File: src/rtl/muldiv_pkg.sv
// Shared definitions for the RV64M multiply/divide unit: funct3 opcodes and FSM states.
// The decode/control stage imports the same opcode constants.
package muldiv_pkg;

    localparam logic [2:0] OP_MUL    = 3'b000;
    localparam logic [2:0] OP_MULH   = 3'b001;
    localparam logic [2:0] OP_MULHSU = 3'b010;
    localparam logic [2:0] OP_MULHU  = 3'b011;
    localparam logic [2:0] OP_DIV    = 3'b100;
    localparam logic [2:0] OP_DIVU   = 3'b101;
    localparam logic [2:0] OP_REM    = 3'b110;
    localparam logic [2:0] OP_REMU   = 3'b111;

    typedef enum logic [1:0] {
        S_IDLE = 2'd0,
        S_CALC = 2'd1,
        S_FIX  = 2'd2
    } state_e;

    // Operand A is treated as signed for MULH, MULHSU, DIV and REM.
    function automatic logic op_signed_a(input logic [2:0] op);
        return (op == OP_MULH) || (op == OP_MULHSU) || (op == OP_DIV) || (op == OP_REM);
    endfunction

    // Operand B is treated as signed for MULH, DIV and REM.
    function automatic logic op_signed_b(input logic [2:0] op);
        return (op == OP_MULH) || (op == OP_DIV) || (op == OP_REM);
    endfunction

endpackage

File: src/rtl/muldiv_signfix.sv
// Final-cycle result formation: sign correction of the magnitude result and the
// divide-by-zero / signed-overflow overrides.
module muldiv_signfix
    import muldiv_pkg::*;
#(
    parameter int XLEN = 64
) (
    input  logic [2:0]      op,
    input  logic [XLEN-1:0] acc,
    input  logic [XLEN-1:0] lo,
    input  logic [XLEN-1:0] a_mag,
    input  logic            neg_a,
    input  logic            neg_b,
    input  logic            div_zero,
    input  logic            ovf,
    output logic [XLEN-1:0] result
);

    logic [2*XLEN-1:0] prod;
    logic [2*XLEN-1:0] prod_fix;
    logic [XLEN-1:0]   quot_fix;
    logic [XLEN-1:0]   rem_fix;
    logic [XLEN-1:0]   dividend;
    logic              neg_res;

    always_comb begin
        neg_res  = neg_a ^ neg_b;
        prod     = {acc, lo};
        prod_fix = neg_res ? -prod : prod;
        quot_fix = neg_res ? -lo : lo;
        // Remainder follows the dividend's sign; dividend is rebuilt from its magnitude.
        rem_fix  = neg_a ? -acc : acc;
        dividend = neg_a ? -a_mag : a_mag;

        result = '0;
        case (op)
            OP_MUL: result = prod_fix[XLEN-1:0];
            OP_MULH, OP_MULHSU, OP_MULHU: result = prod_fix[2*XLEN-1:XLEN];
            OP_DIV, OP_DIVU: begin
                if (div_zero)
                    result = '1;
                else if (ovf)
                    result = {1'b1, {(XLEN-1){1'b0}}};
                else
                    result = quot_fix;
            end
            default: begin
                if (div_zero)
                    result = dividend;
                else if (ovf)
                    result = '0;
                else
                    result = rem_fix;
            end
        endcase
    end

endmodule

File: src/rtl/muldiv_unit.sv
// Iterative radix-2 RV64M multiply/divide unit with fixed XLEN+2 edge latency.
// {acc, lo} is the product register for multiply and the remainder/quotient pair for divide.
module muldiv_unit
    import muldiv_pkg::*;
#(
    parameter int XLEN = 64
) (
    input  logic            clk,
    input  logic            reset,
    input  logic            start,
    input  logic [2:0]      op,
    input  logic [XLEN-1:0] rs1_data,
    input  logic [XLEN-1:0] rs2_data,
    input  logic [4:0]      rd_in,
    output logic            busy,
    output logic            done,
    output logic [XLEN-1:0] result,
    output logic [4:0]      rd_out
);

    localparam int CW = $clog2(XLEN) + 1;

    state_e          state;
    state_e          state_nxt;
    logic [CW-1:0]   count;
    logic [2:0]      op_q;
    logic [4:0]      rd_q;
    logic [XLEN-1:0] a_mag;
    logic [XLEN-1:0] b_mag;
    logic [XLEN-1:0] acc;
    logic [XLEN-1:0] lo;
    logic            neg_a;
    logic            neg_b;
    logic            div_zero;
    logic            ovf;

    logic            in_neg_a;
    logic            in_neg_b;
    logic [XLEN-1:0] in_a_mag;
    logic [XLEN-1:0] in_b_mag;
    logic            in_ovf;
    logic [XLEN:0]   mul_sum;
    logic [XLEN:0]   div_shift;
    logic [XLEN:0]   div_diff;
    logic [XLEN-1:0] fix_result;

    always_ff @(posedge clk) begin
        if (reset)
            state <= S_IDLE;
        else
            state <= state_nxt;
    end

    always_comb begin
        state_nxt = state;
        case (state)
            S_IDLE:  if (start) state_nxt = S_CALC;
            S_CALC:  if (count == CW'(XLEN - 1)) state_nxt = S_FIX;
            S_FIX:   state_nxt = S_IDLE;
            default: state_nxt = S_IDLE;
        endcase
    end

    assign busy = (state != S_IDLE);

    always_comb begin
        in_neg_a = op_signed_a(op) & rs1_data[XLEN-1];
        in_neg_b = op_signed_b(op) & rs2_data[XLEN-1];
        in_a_mag = in_neg_a ? -rs1_data : rs1_data;
        in_b_mag = in_neg_b ? -rs2_data : rs2_data;
        in_ovf   = ((op == OP_DIV) || (op == OP_REM)) &&
                   (rs1_data == {1'b1, {(XLEN-1){1'b0}}}) && (rs2_data == '1);
    end

    // One shift-add (multiply) or restoring-subtract (divide) step.
    always_comb begin
        mul_sum   = {1'b0, acc} + (lo[0] ? {1'b0, a_mag} : {(XLEN+1){1'b0}});
        div_shift = {acc, lo[XLEN-1]};
        div_diff  = div_shift - {1'b0, b_mag};
    end

    always_ff @(posedge clk) begin
        if (reset) begin
            done     <= 1'b0;
            result   <= '0;
            rd_out   <= '0;
            count    <= '0;
            op_q     <= '0;
            rd_q     <= '0;
            a_mag    <= '0;
            b_mag    <= '0;
            acc      <= '0;
            lo       <= '0;
            neg_a    <= 1'b0;
            neg_b    <= 1'b0;
            div_zero <= 1'b0;
            ovf      <= 1'b0;
        end else begin
            done <= 1'b0;
            case (state)
                S_IDLE: begin
                    if (start) begin
                        op_q     <= op;
                        rd_q     <= rd_in;
                        a_mag    <= in_a_mag;
                        b_mag    <= in_b_mag;
                        neg_a    <= in_neg_a;
                        neg_b    <= in_neg_b;
                        div_zero <= (rs2_data == '0);
                        ovf      <= in_ovf;
                        acc      <= '0;
                        lo       <= op[2] ? in_a_mag : in_b_mag;
                        count    <= '0;
                    end
                end
                S_CALC: begin
                    count <= count + CW'(1);
                    if (op_q[2]) begin
                        if (!div_diff[XLEN]) begin
                            acc <= div_diff[XLEN-1:0];
                            lo  <= {lo[XLEN-2:0], 1'b1};
                        end else begin
                            acc <= div_shift[XLEN-1:0];
                            lo  <= {lo[XLEN-2:0], 1'b0};
                        end
                    end else begin
                        acc <= mul_sum[XLEN:1];
                        lo  <= {mul_sum[0], lo[XLEN-1:1]};
                    end
                end
                S_FIX: begin
                    result <= fix_result;
                    rd_out <= rd_q;
                    done   <= 1'b1;
                end
                default: ;
            endcase
        end
    end

    muldiv_signfix #(.XLEN(XLEN)) u_signfix (
        .op       (op_q),
        .acc      (acc),
        .lo       (lo),
        .a_mag    (a_mag),
        .neg_a    (neg_a),
        .neg_b    (neg_b),
        .div_zero (div_zero),
        .ovf      (ovf),
        .result   (fix_result)
    );

endmodule
File: config.mk
export PLATFORM = sky130hd
export DESIGN_NAME = muldiv_unit
export DESIGN_NICKNAME = d
export VERILOG_FILES = /design/src/rtl/muldiv_pkg.sv /design/src/rtl/muldiv_signfix.sv /design/src/rtl/muldiv_unit.sv
export SDC_FILE = /design/constraint.sdc
export NUM_CORES = 2
export LEC_CHECK = 0
export ABC_CLOCK_PERIOD_IN_PS = 7200
export CAP_MARGIN = 15
export CORE_MARGIN = 4
export CORE_UTILIZATION = 45
export DETAILED_ROUTE_END_ITERATION = 8
export PLACE_DENSITY = 0.75
export REMOVE_ABC_BUFFERS = 1
export SYNTH_ARGS = -nofsm -noshare
export SYNTH_HDL_FRONTEND = slang
export SYNTH_SLANG_ARGS = --single-unit
File: constraint.sdc
create_clock -name clk -period 7.2 [get_ports clk]
set_input_delay 1.44 -clock clk [delete_from_list [all_inputs] [get_ports clk]]
set_output_delay 1.44 -clock clk [all_outputs]
set_load 0.03 [all_outputs]
==> flow_summary_export.csv <==
group,metric,value,unit
status,outcome,"complete, no violations",
timing,tightestPinTransition,1.170,ns
die,coreArea,0.07185,sq mm
layout,drive_gt1_frac,0.04767,
timing,finalSetupViolCount,0,
layout,nNetsFinal,4775,
setup_path,crit_type,"register to register",
layout,n_fill_cell,7216,
synthesis,synth-async-reset-ratio,0,
routing,drtAntennaViolNets,0,
setup_path,timing.rr.start,"lo[0]$_SDFFE_PP0P_",
setup_path,max_stage_delay,0.87,ns
timing,slew-limit-headroom,0.2128,
setup_path,timing.rr.end,"acc[62]$_SDFFE_PP0P_",
cts,postCtsResizedCells,0,
layout,fin_area,0.03694,sq mm
pwr,total_power,6944,uW
synthesis,avgSynthCellArea,7.240,sq um
timing,fmax,185.1,MHz
die,die_y,278.0,um
pwr,powerDensity,188.0,mW/mm^2
layout,utilization,0.5141,
setup_path,required,7.70,ns
cts,cts_tree,"yes",
grt,grt_max_degree,185,
synthesis,synth_compound_area_frac,0.2830,
hold_path,hp-class,"register to register",
grt,grt.overflow.total,0,
synthesis,muxShareOfSynthArea,0.03417,
setup_path,cpMostUsedCell,"a211oi_1",
synthesis,synthCells,4532,
layout,layout_common_cells,"nand2_1 (451), nor2_1 (423), a21oi_1 (353), dfxtp_1 (343), xnor2_1 (278)",
die,row_count,98,
synthesis,synth_seq_cells,347,
synthesis,synth_top_family_by_area,"compound AO/OA/AOI/OAI gates",
hold_path,whs_endpoint,"rd_out[4]$_SDFFE_PP0P_",
placed_design,dp_hpwl,118200,um
routing,via_count,36872,
synthesis,synth_xor_area_frac,0.1281,
pwr,p_leak,0.01404,uW
setup_path,cp_max_fo,46,
timing,fin_setup_tns,0,ns
synthesis,netlist_area,0.03281,sq mm
synthesis,synthAdderAreaFrac,0.05270,
hold_path,min_from,"rd_q[4]$_SDFFE_PP0P_",
setup_path,end_kind,"register",
routing,wl,155700,um
hold_path,worstHoldPathCells,2,
setup_path,worst_path_max_delay_cell,"dfxtp_2",
setup_path,crit_path_start_kind,"register",
timing,timing.final.crit_period,5.401,ns
cts,clkSlewWorstSetupHoldPaths,0.07,ns
die,chipWidth,278.0,um
placed_design,dp_slack,1.454,ns
placed_design,io_buffers,209,
pwr,ir_drop,0.1555,mV
cts,cts_htree_levels,2,
setup_path,r2r_slack,1.80,ns
routing,via_per_inst,6.720,
setup_path,path_cells,"inv_1 > nor2_1 > ha_1 > a21o_1 > nand4_1 > a211oi_1 > o31ai_1 > a211oi_1 > o21ai_0 > a211oi_1 > o211ai_1 > o311ai_0 > xor2_1 > o311a_1",
layout,area_delta_synth_final,12.59,%
routing,first_pass_iters,6,
grt,grt_util_all_layers,0.3790,
synthesis,yosys_warnings,0,
cts,post_cts_buffers,0,
synthesis,yosys.area_share.simple,0.2340,
die,die_area,0.07730,sq mm
timing,final_hold_viol_count,0,
cts,cts_sinks,347,
placed_design,dpl_cell_area,0.03541,sq mm
cts,cts_hold_buf,0,
synthesis,synth_edf_count,0,
job,drv_cap,0,
routing,wl_per_cell,28.38,um
synthesis,yosys_most_used_dff,"dfxtp_1",
grt,antenna_found_initial,10,
timing,fin_crit_sh,0.7502,
routing,drt_iter0_drc,5458,
timing,worst_slack,1.799,ns
timing,rsz0062_at_grt,"false",
setup_path,cpLargestDelayFamily,"compound AO/OA/AOI/OAI gates",
setup_path,reg2regPathDepth,14,
layout,final_common_cell,"nand2_1",
synthesis,yosysSeqAreaShare,0.2117,
cts,clockBufferDepth,3,
timing,drv_slew,0,
die,num_io_pins,210,
routing,drc,0,
setup_path,critPathLaunch,"lo[0]$_SDFFE_PP0P_",
cts,root_buffer,"clkbuf_16",
setup_path,cp.arrival,5.90,ns
grt,grt_pass1_vias,33560,
die,initial_utilization,0.4566,
placed_design,gp_congestion,1.059,
timing,fin_skew,0.03744,ns
cts,cts_made_buffers,43,
synthesis,ys_types,85,
cts,insertion_delay,0.63,ns
setup_path,cp_num_buf_inv,1,
grt,grt_pass1_wl,224600,um
[how the worst max path moves through the flow]
| stage | endpoint | depth (start not counted) |
|---|---|---|
| after floorplan | lo[35]$_SDFFE_PP0P_ | 4 |
| after global placement | lo[58]$_SDFFE_PP0P_ | 13 |
| after detailed placement | lo[58]$_SDFFE_PP0P_ | 13 |
| after CTS | acc[62]$_SDFFE_PP0P_ | 14 |
| after global routing | lo[58]$_SDFFE_PP0P_ | 13 |
| final | acc[62]$_SDFFE_PP0P_ | 14 |
[tightest hold or removal path, stage by stage (launching register included)]
cell and delay [ns]:
dfxtp_1 0.31, nand2_1 0.05, a21oi_1 0.05
[layout make-up]
type / instances / area (sq um) / area share
Tap cell: 950 / 1189 / 0.03218
Antenna cell: 6 / 15.01 / 0.0004064
Inverter: 139 / 521.8 / 0.01412
Sequential cell: 347 / 6957 / 0.1883
Clock buffer: 54 / 1209 / 0.03272
Timing Repair Buffer: 272 / 2601 / 0.07041
Multi-Input combinational cell: 3696 / 24140 / 0.6534
Clock inverter: 23 / 312.8 / 0.008467
[per-layer routing]
layer  track usage  part of all wire  vias to the layer above
li1              -                 -                    16558
met3        0.1021              0.13                      438
met5             0           0.00011                        -
met4        0.1778             0.055                        2
met1        0.5289              0.41                    17423
met2        0.5410              0.40                     2451
[Yosys cell counts (all sizes together) (9+ instances only)]
library cell	number	area, sq um
o211ai	21	157.7
and4	10	87.58
a221o	11	110.1
mux2i	103	1031
a31oi	35	219.0
xnor2	279	2444
ha	135	1689
xor2	201	1760
clkbuf	318	1194
and3	33	206.5
o21a	14	105.1
nor4	65	427.9
a22o	19	166.4
nor2	430	1614
o221ai	63	551.8
nand4	61	387.9
o41ai	35	314.1
a32o	16	160.2
o21bai	24	180.2
o31ai	68	510.5
inv	139	521.8
nand2b	40	250.2
nor2b	36	225.2
nor3b	9	78.83
or2	21	131.4
a311oi	26	227.7
o21ai	256	1281
buf	32	131.4
or3	50	317.8
dfxtp	347	6947
a22oi	20	150.1
and2	95	594.3
nor3	125	625.6
a21oi	353	1767
a211oi	196	1471
a221oi	73	651.9
or4	49	390.4
nand3	81	410.4
nand2	454	1704
a21o	76	570.6
a2111oi	9	78.83
[where the power goes]
| part | switching (uW) | internal (uW) | total (uW) |
|---|---|---|---|
| clock | 999 | 1420 | 2410 |
| sequential | 263 | 2040 | 2300 |
| combinational | 1450 | 781 | 2230 |
[cells by family (layout without fill, tap and decap cells)]
group	after synthesis	in the layout
mux	111	111
simple gates	1584	1584
fa+ha+maj	137	137
buf+inv	489	488
other cells	0	6
xor+xnor	480	480
flops	347	347
compound gates	1384	1384
[sequential cells by signal, indices dropped and copies added (netlist names)]
name,cells
a_mag,64
acc,64
b_mag,64
lo,64
result,64
count,7
rd_out,5
rd_q,5
op_q,3
state,2
div_zero,1
done,1
neg_a,1
neg_b,1
ovf,1
[through the flow]
step	hold slack [ns]	instances
2_1_floorplan	0.4260	4182
3_3_place_gp	0.4380	5404
3_5_place_dp	0.4442	5404
4_1_cts	0.4522	5481
5_1_grt	0.4738	5485
6_report	0.4522	5487
No activity file was read; power rests on OpenSTA's default activity.
